<file path="src/rtl/fetch_unit.sv">
// fetch_unit: instruction fetch front end with a DEPTH-entry instruction buffer and redirect flushing.
// Ports:
//   clk_in, rst_n_in            rising-edge clock, asynchronous active-low reset
//   imem_req_out/addr_out       request to instruction memory, held until imem_gnt_in
//   imem_gnt_in                 request accepted this cycle
//   imem_rvalid_in/rdata_in     in-order response from instruction memory
//   redirect_in/redirect_pc_in  branch/jump redirect and its target
//   stall_in                    decode not ready
//   instr_out/pc_out/valid_out  instruction presented to decode
// Optional feature: define FETCH_BYPASS_EN to present a response in the cycle it arrives when the buffer is empty.
module fetch_unit #(
    parameter int               WIDTH    = 32,
    parameter int               DEPTH    = 2,
    parameter logic [WIDTH-1:0] RESET_PC = '0
) (
    input  logic             clk_in,
    input  logic             rst_n_in,
    output logic             imem_req_out,
    output logic [WIDTH-1:0] imem_addr_out,
    input  logic             imem_gnt_in,
    input  logic             imem_rvalid_in,
    input  logic [WIDTH-1:0] imem_rdata_in,
    input  logic             redirect_in,
    input  logic [WIDTH-1:0] redirect_pc_in,
    input  logic             stall_in,
    output logic [WIDTH-1:0] instr_out,
    output logic [WIDTH-1:0] pc_out,
    output logic             valid_out
);
    localparam int PW = DEPTH > 1 ? $clog2(DEPTH) : 1;
    localparam int CW = $clog2(DEPTH + 1);

    typedef enum logic {FETCH, FLUSH} state_t;

    state_t           state, state_nxt;
    logic [WIDTH-1:0] pc, pc_nxt, resp_pc;
    logic [WIDTH-1:0] fifo_instr [DEPTH];
    logic [WIDTH-1:0] fifo_pc    [DEPTH];
    logic [PW-1:0]    rd_ptr, wr_ptr;
    logic [CW-1:0]    count, outstanding, outstanding_nxt, discard, discard_nxt;
    logic [CW-1:0]    disc_base, disc_left;
    logic             in_fetch, fire, push, pop, bypass, dropping;

    function automatic logic [PW-1:0] inc(input logic [PW-1:0] p);
        return p == PW'(DEPTH - 1) ? '0 : p + 1'b1;
    endfunction

    always_comb begin
        in_fetch      = state == FETCH;
        // credit uses registered counts only, so a pop this cycle frees nothing until next cycle
        imem_req_out  = rst_n_in && in_fetch && (int'(outstanding) + int'(count) < DEPTH);
        imem_addr_out = pc;
        fire          = imem_req_out && imem_gnt_in;
        // responses are in order and pc advanced by 4 per grant, so the oldest in-flight address is behind pc
        resp_pc       = pc - (WIDTH'(outstanding) << 2);
`ifdef FETCH_BYPASS_EN
        bypass        = rst_n_in && in_fetch && count == '0 && imem_rvalid_in && !redirect_in;
`else
        bypass        = 1'b0;
`endif
        valid_out     = rst_n_in && in_fetch && (count != '0 || bypass);
        instr_out     = bypass ? imem_rdata_in : (valid_out ? fifo_instr[rd_ptr] : '0);
        pc_out        = bypass ? resp_pc : (valid_out ? fifo_pc[rd_ptr] : '0);
        pop           = valid_out && !stall_in && !bypass;
        push          = in_fetch && imem_rvalid_in && !redirect_in && !(bypass && !stall_in);
        // the same arithmetic tracks live requests in FETCH and stale ones while discarding
        disc_base     = in_fetch ? outstanding : discard;
        disc_left     = disc_base + CW'(fire) - CW'(imem_rvalid_in);
        dropping      = redirect_in || !in_fetch;
        outstanding_nxt = dropping ? '0 : disc_left;
        discard_nxt     = dropping ? disc_left : '0;
        state_nxt       = dropping && disc_left != '0 ? FLUSH : FETCH;
        pc_nxt          = redirect_in ? (redirect_pc_in & ~WIDTH'(3)) : (fire ? pc + WIDTH'(4) : pc);
    end

    always_ff @(posedge clk_in or negedge rst_n_in) begin
        if (!rst_n_in) begin
            state       <= FETCH;
            pc          <= RESET_PC;
            outstanding <= '0;
            discard     <= '0;
        end else begin
            state       <= state_nxt;
            pc          <= pc_nxt;
            outstanding <= outstanding_nxt;
            discard     <= discard_nxt;
        end
    end

    always_ff @(posedge clk_in or negedge rst_n_in) begin
        if (!rst_n_in) begin
            rd_ptr <= '0;
            wr_ptr <= '0;
            count  <= '0;
        end else if (redirect_in) begin
            rd_ptr <= '0;
            wr_ptr <= '0;
            count  <= '0;
        end else begin
            if (push) wr_ptr <= inc(wr_ptr);
            if (pop) rd_ptr <= inc(rd_ptr);
            count <= count + CW'(push) - CW'(pop);
        end
    end

    always_ff @(posedge clk_in) begin
        if (push) begin
            fifo_instr[wr_ptr] <= imem_rdata_in;
            fifo_pc[wr_ptr]    <= resp_pc;
        end
    end
endmodule

</file>
<file path="config.mk">
export PLATFORM = sky130hd
export DESIGN_NAME = fetch_unit
export DESIGN_NICKNAME = d
export VERILOG_FILES = /design/src/rtl/fetch_unit.sv
export SDC_FILE = /design/constraint.sdc
export NUM_CORES = 1
export LEC_CHECK = 0
export ABC_AREA = 1
export BUFFER_PORTS_ARGS = -buffer_cell sky130_fd_sc_hd__buf_2
export CAP_MARGIN = 20
export CORE_UTILIZATION = 41
export CTS_CLUSTER_DIAMETER = 200
export DETAILED_ROUTE_END_ITERATION = 6
export PLACE_DENSITY = 0.67
export SKIP_CTS_REPAIR_TIMING = 1
export SYNTH_ARGS = -nofsm -noshare
export SYNTH_HDL_FRONTEND = slang
export SYNTH_SLANG_ARGS = --single-unit
</file>
<file path="constraint.sdc">
create_clock -name clk_in -period 16.8 [get_ports clk_in]
set_clock_uncertainty 0.1 [all_clocks]
set_input_delay 0.84 -clock clk_in [delete_from_list [all_inputs] [get_ports clk_in]]
set_output_delay 0.84 -clock clk_in [all_outputs]
set_load 0.005 [all_outputs]
</file>
## Yosys cells after proc, flatten, opt, wreduce, memory -nomap -nowiden

Memory sizes are Yosys's and may differ from the RTL's.
Index checks and enable logic that the tools add are counted.

- $add $sub $neg: 9
- Magnitude comparators: 1
- Muxes and demuxes: 17
- Bitwise gates (word level): 1
- Reduce and logical (&&, ||, !) cells: 16

Operators by type and width:

| kind | count |
|---|---|
| $mux W32 | 4 |
| $add A32 B3 Y32 const B | 1 |
| $sub A32 B4 Y32 | 1 |
| $reduce_bool A2 Y1 | 5 |
| $mux W1 | 9 |
| $logic_and A1 B1 Y1 | 8 |
| $mux W2 | 4 |
| $add A2 B1 Y2 | 2 |
| $sub A2 B1 Y2 | 2 |
| $add A2 B2 Y3 | 1 |
| $lt A3 B2 Y1 const B | 1 |
| $add A1 B1 Y1 const B | 2 |
| $logic_not A1 Y1 | 2 |
| $logic_or A1 B1 Y1 | 1 |
| $not A1 Y1 | 1 |

- Register bits after elaboration: 41
- Memory bits (writable): 128
- Input port bits: 70
- Output and inout port bits: 98
- Word-level logic and storage cells: 53
- Memories kept: 2

Memories:

| name | depth | width | read ports | clocked after memory_dff | write ports | RTL line | source |
|---|---|---|---|---|---|---|---|
| fifo_instr | 2 | 32 | 1 | 0 | 1 | 37 | `logic [WIDTH-1:0] fifo_instr [DEPTH];` |
| fifo_pc | 2 | 32 | 1 | 0 | 1 | 38 | `logic [WIDTH-1:0] fifo_pc [DEPTH];` |

## Depth between registers and ports, before layout

- Depth in word-level cells: 9
- Mapped depth: 11
- Gate-level depth less buffers: 11

## Least setup slack after synthesis

No wires, ideal clock.

- Path type: input port to flip-flop
- From: input port redirect_in
- To: memory fifo_instr[1][0], enable pin
- Library setup time: 0.558 ns
- Arrival time: 5.575 ns
- Data required time: 16.142 ns
- Path slack: 10.567 ns
- Cell stages on the path: 5
- Path buffers: 2
- Cell sequence: buf_2 > inv_1 > buf_2 > nand2_1 > nor3_1

- Cells in the longest elaborated chain, start to end: 4

Ends and longest elaborated chain:

| what | RTL line | source |
|---|---|---|
| start: declaration | 23 | `input logic redirect_in,` |
| $logic_not A1 Y1 | 65 | `push = in_fetch && imem_rvalid_in && !redirect_in && !(bypass && !stall_in);` |
| $logic_and A1 B1 Y1 | 65 |  |
| $mux W1 | 107 | `if (push) begin` |
| $mux W1 (not written as such) | 108 | `fifo_instr[wr_ptr] <= imem_rdata_in;` |
| end: declaration | 37 |  |

Every way passes these cells.

## Worst setup path in the final report

- From: input port rst_n_in
- To: output port pc_out[23]

- Cells in the longest elaborated chain, start to end: 3

Ends and longest elaborated chain:

| what | RTL line | source |
|---|---|---|
| start: declaration | 17 | `input logic rst_n_in,` |
| $logic_and A1 B1 Y1 (2 in a row) | 61 | `valid_out = rst_n_in && in_fetch && (count != '0 \|\| bypass);` |
| $mux W32 | 63 | `pc_out = bypass ? resp_pc : (valid_out ? fifo_pc[rd_ptr] : '0);` |
| end: declaration | 27 | `output logic [WIDTH-1:0] pc_out,` |

Every way passes these cells.

==> results.py <==
metrics = {
    "route": {
        "top_signal_layer_used": "met4",
        "wl_met2_um": 9320,
        "drcViolationCount": 0,
        "first_iter_violations": 344,
        "detail_route.vias_per_cell": 4.77,
        "detail-route-antenna-nets": 0,
        "first_pass_iteration_count_of_the_detailed_router": 4,
        "met3_wirelength_um": 1030,
        "routed_wl_um": 19100,
        "route.vias.total": 6283,
        "wire_per_inst_um": 14.5,
        "route.layer.met1.wl_um": 8600,
    },
    "setup_path": {
        "worstPathMaxFanout": 64,
        "timing.rr.start": "count[0]",
        "setup.worst_path.class": "in -> out",
        "worst-path-buf-inv": 5,
        "cp_cell_sequence": "buf_2, buf_4, inv_1, nor2_4, o21ai_4, buf_4, a21oi_1, buf_2",
        "required_ps": 15860,
        "setup.worst_path.end_class": "output port",
        "crit_path_start": "rst_n_in",
        "timing.critical_path.depth": 8,
        "cp_top_family": "buffers and inverters",
        "timing.critical_path.arrival_ps": 2580,
        "cp_slowest_stage_delay_ps": 430,
        "critPathCapture": "pc_out[23]",
        "crit_slowest_cell": "sky130_fd_sc_hd__buf_4",
        "r2r.worst_path.cells": 10,
        "critical_path.reg2reg.endpoint": "imem_addr_out[14]",
        "minimum_setup_slack_among_reg_to_reg_paths_ps": 13890,
        "start_kind": "primary input",
    },
    "timing": {
        "timing.hold.ws_ps": 380,
        "rsz_0062_raised_after_global_routing": "no",
        "period_minus_slack_ps": 3520,
        "report.final.slew_viol_count": 0,
        "final-setup-viol-count": 0,
        "tns_ps": 0,
        "hold_viol_final": 0,
        "worst_slew_pin_slew_ps": 930,
        "worst_slack_ps": 13280,
        "min_period_over_period": 0.210,
        "timing.slew.headroom": 0.378,
        "fmax_mhz": 284,
    },
    "logic_synthesis": {
        "synth.yosys.seq_area_share": 0.573,
        "yosysTopAreaCell": "sky130_fd_sc_hd__edfxtp_1",
        "synth-async-reset-ratio": 0.239,
        "synth_edf_count": 124,
        "postSynth.topFlopCell": "sky130_fd_sc_hd__edfxtp_1",
        "post_synth.cell_area_avg_sq_um": 9.18,
        "synth_area_leaders": "sky130_fd_sc_hd__edfxtp_1 45%, sky130_fd_sc_hd__nand2_1 13%, sky130_fd_sc_hd__dfrtp_1 12%",
        "post-synth-top-area-fraction": 0.454,
        "postSynthRegisterBits": 163,
        "netlist-cell-type-count": 43,
        "yosysWarnings": 0,
        "synth.cell_area_sq_mm": 0.00820,
        "postSynthCellCount": 893,
    },
    "cts": {
        "tritoncts_num_sinks": 163,
        "clk_root_buffer_cell": "sky130_fd_sc_hd__clkbuf_16",
        "tritoncts": "built",
        "cts-root-to-sink-buffers": 2,
        "path_clk_slew_ps": 60,
        "htree_levels": 4,
        "clk-insertion-delay-late_ps": 420,
        "cts_buffers": 17,
    },
    "finish": {
        "nNetsFinal": 1119,
        "antenna_cells": 0,
        "area_growth_syn_to_layout_pct": 20.1,
        "layout-drive-gt1-share": 0.231,
        "fin_cells": 1318,
    },
    "place": {
        "place_congestion": 0.847,
        "numPortBuffers": 161,
        "dp_hpwl_um": 12800,
        "place_ws_ps": 13180,
        "number_of_placed_instances_taps_included": 1285,
    },
    "die": {
        "die_height_um": 143,
        "rows": 51,
        "initial_utilization": 0.420,
        "core-area_sq_mm": 0.0195,
        "floorplan.die.width_um": 143,
        "top_level_ports": 168,
        "design.die.area_sq_mm": 0.0206,
    },
    "power_and_ir_drop": {
        "p_per_area_mw_per_mm2": 114,
        "power_mw": 1.13,
        "power.static_leakage_nw": 4.27,
        "max-vdd-ir-drop_mv": 0.0682,
    },
    "global_route": {
        "grt_start_max_net_pins": 65,
        "global_route.overflow_total": 0,
        "antenna_violations_before_repair": 0,
        "grt_first_pass_wirelength_um": 29800,
        "vias_in_the_first_global_route": 5901,
        "groute.usage.overall": 0.190,
    },
    "outcome": {
        "run_status": "finished clean",
    },
    "min_path": {
        "timing.hold.worst.class": "in -> async",
    },
    "flow_run": {
        "maxCapViolations": 0,
    },
}
[cell usage after synthesis (4+ instances only)]
cell,number
sky130_fd_sc_hd__nor2_2,8
sky130_fd_sc_hd__nor2_1,96
sky130_fd_sc_hd__ha_1,7
sky130_fd_sc_hd__nand2_2,5
sky130_fd_sc_hd__o21ai_0,12
sky130_fd_sc_hd__inv_2,6
sky130_fd_sc_hd__nor2_4,9
sky130_fd_sc_hd__xor2_1,23
sky130_fd_sc_hd__o211ai_1,4
sky130_fd_sc_hd__dfrtp_1,39
sky130_fd_sc_hd__buf_1,4
sky130_fd_sc_hd__a21oi_1,68
sky130_fd_sc_hd__nand3_1,56
sky130_fd_sc_hd__buf_4,5
sky130_fd_sc_hd__xnor2_1,4
sky130_fd_sc_hd__o21ai_1,4
sky130_fd_sc_hd__o22ai_1,4
sky130_fd_sc_hd__nand2_1,288
sky130_fd_sc_hd__inv_1,56
sky130_fd_sc_hd__edfxtp_1,124
sky130_fd_sc_hd__buf_2,15
sky130_fd_sc_hd__nand4_1,4
sky130_fd_sc_hd__nor3_1,7
sky130_fd_sc_hd__clkbuf_1,16
[sequential cells by signal (all words and copies together) (netlist names)]
register and cells:
count 2, discard 2, fifo_instr 64, fifo_pc 60
imem_addr_out 30, outstanding 2, rd_ptr 1, state 1
wr_ptr 1
[metrics by stage]
step / util / instance area (sq um)
finish: 0.504 / 9840
global route: 0.504 / 9840
CTS: 0.503 / 9820
detailed placement: 0.471 / 9190
global placement: 0.471 / 9190
floorplan: - / 8210
[worst min-delay path by stage]
stage                   from           endpoint
CTS                 rst_n_in  imem_addr_out[30]
floorplan             wr_ptr             wr_ptr
global placement      rd_ptr             rd_ptr
finish              rst_n_in  imem_addr_out[25]
detailed placement    rd_ptr             rd_ptr
global route        rst_n_in  imem_addr_out[25]
[metal layers]
metal	GRT usage	vias to the layer above
met3	0.0370	10
met1	0.242	2887
met2	0.330	173
met4	0.0470	0
li1	-	3213
met5	0	-
[layout make-up]
class	count	area (sq um)
Clock buffer	18	429
Tap cell	265	332
Clock inverter	14	201
Sequential cell	163	4700
Timing Repair Buffer	168	871
Multi-Input combinational cell	627	3070
Inverter	63	236
Fill cell	1863	9680
[logic make-up (layout without fill, tap and decap cells)]
group | after synthesis | after routing | share of synthesized area
AO/OA/AOI/OAI | 96 | 96 | 0.0615
XOR/XNOR | 27 | 27 | 0.0289
adder cells (fa/ha/maj) | 9 | 9 | 0.0156
buffers and inverters | 106 | 263 | 0.0554
flip-flops | 163 | 163 | 0.573
other | 1 | 4 | 0.000458
AND/OR/NAND/NOR | 491 | 491 | 0.265
[report_power, final]
group	switching [mW]	total, mW	leakage (nW)	internal, mW
logic	0.127	0.194	2.38	0.0669
registers	0.0382	0.523	1.60	0.485
clock network	0.158	0.409	0.290	0.251
total	0.323	1.13	4.27	0.803
[cell usage in the layout (no fill, tap or decap), types with 3 or more instances in the layout]
cell type                      n
sky130_fd_sc_hd__dfrtp_1      38
sky130_fd_sc_hd__a21oi_1      68
sky130_fd_sc_hd__nor2_2        8
sky130_fd_sc_hd__nor3_1        6
sky130_fd_sc_hd__nor2_4       10
sky130_fd_sc_hd__clkinvlp_4    5
sky130_fd_sc_hd__o21ai_0      12
sky130_fd_sc_hd__o21ai_1       4
sky130_fd_sc_hd__nand3_1      56
sky130_fd_sc_hd__o211ai_1      4
sky130_fd_sc_hd__nand2_2       5
sky130_fd_sc_hd__nor2_1       95
sky130_fd_sc_hd__nand2_1     288
sky130_fd_sc_hd__xnor2_1       4
sky130_fd_sc_hd__nand4_1       4
sky130_fd_sc_hd__buf_4         6
sky130_fd_sc_hd__inv_6         4
sky130_fd_sc_hd__nor3_2        4
sky130_fd_sc_hd__inv_2         6
sky130_fd_sc_hd__clkbuf_16    17
sky130_fd_sc_hd__bufinv_16     4
sky130_fd_sc_hd__xor2_1       23
sky130_fd_sc_hd__buf_2       161
sky130_fd_sc_hd__conb_1        4
sky130_fd_sc_hd__inv_1        56
sky130_fd_sc_hd__ha_1          7
sky130_fd_sc_hd__edfxtp_1    124
sky130_fd_sc_hd__o22ai_1       4
sky130_fd_sc_hd__nor2_8        3
sky130_fd_sc_hd__and3_1        3
Note: power is estimated with default switching activity, not from simulation.
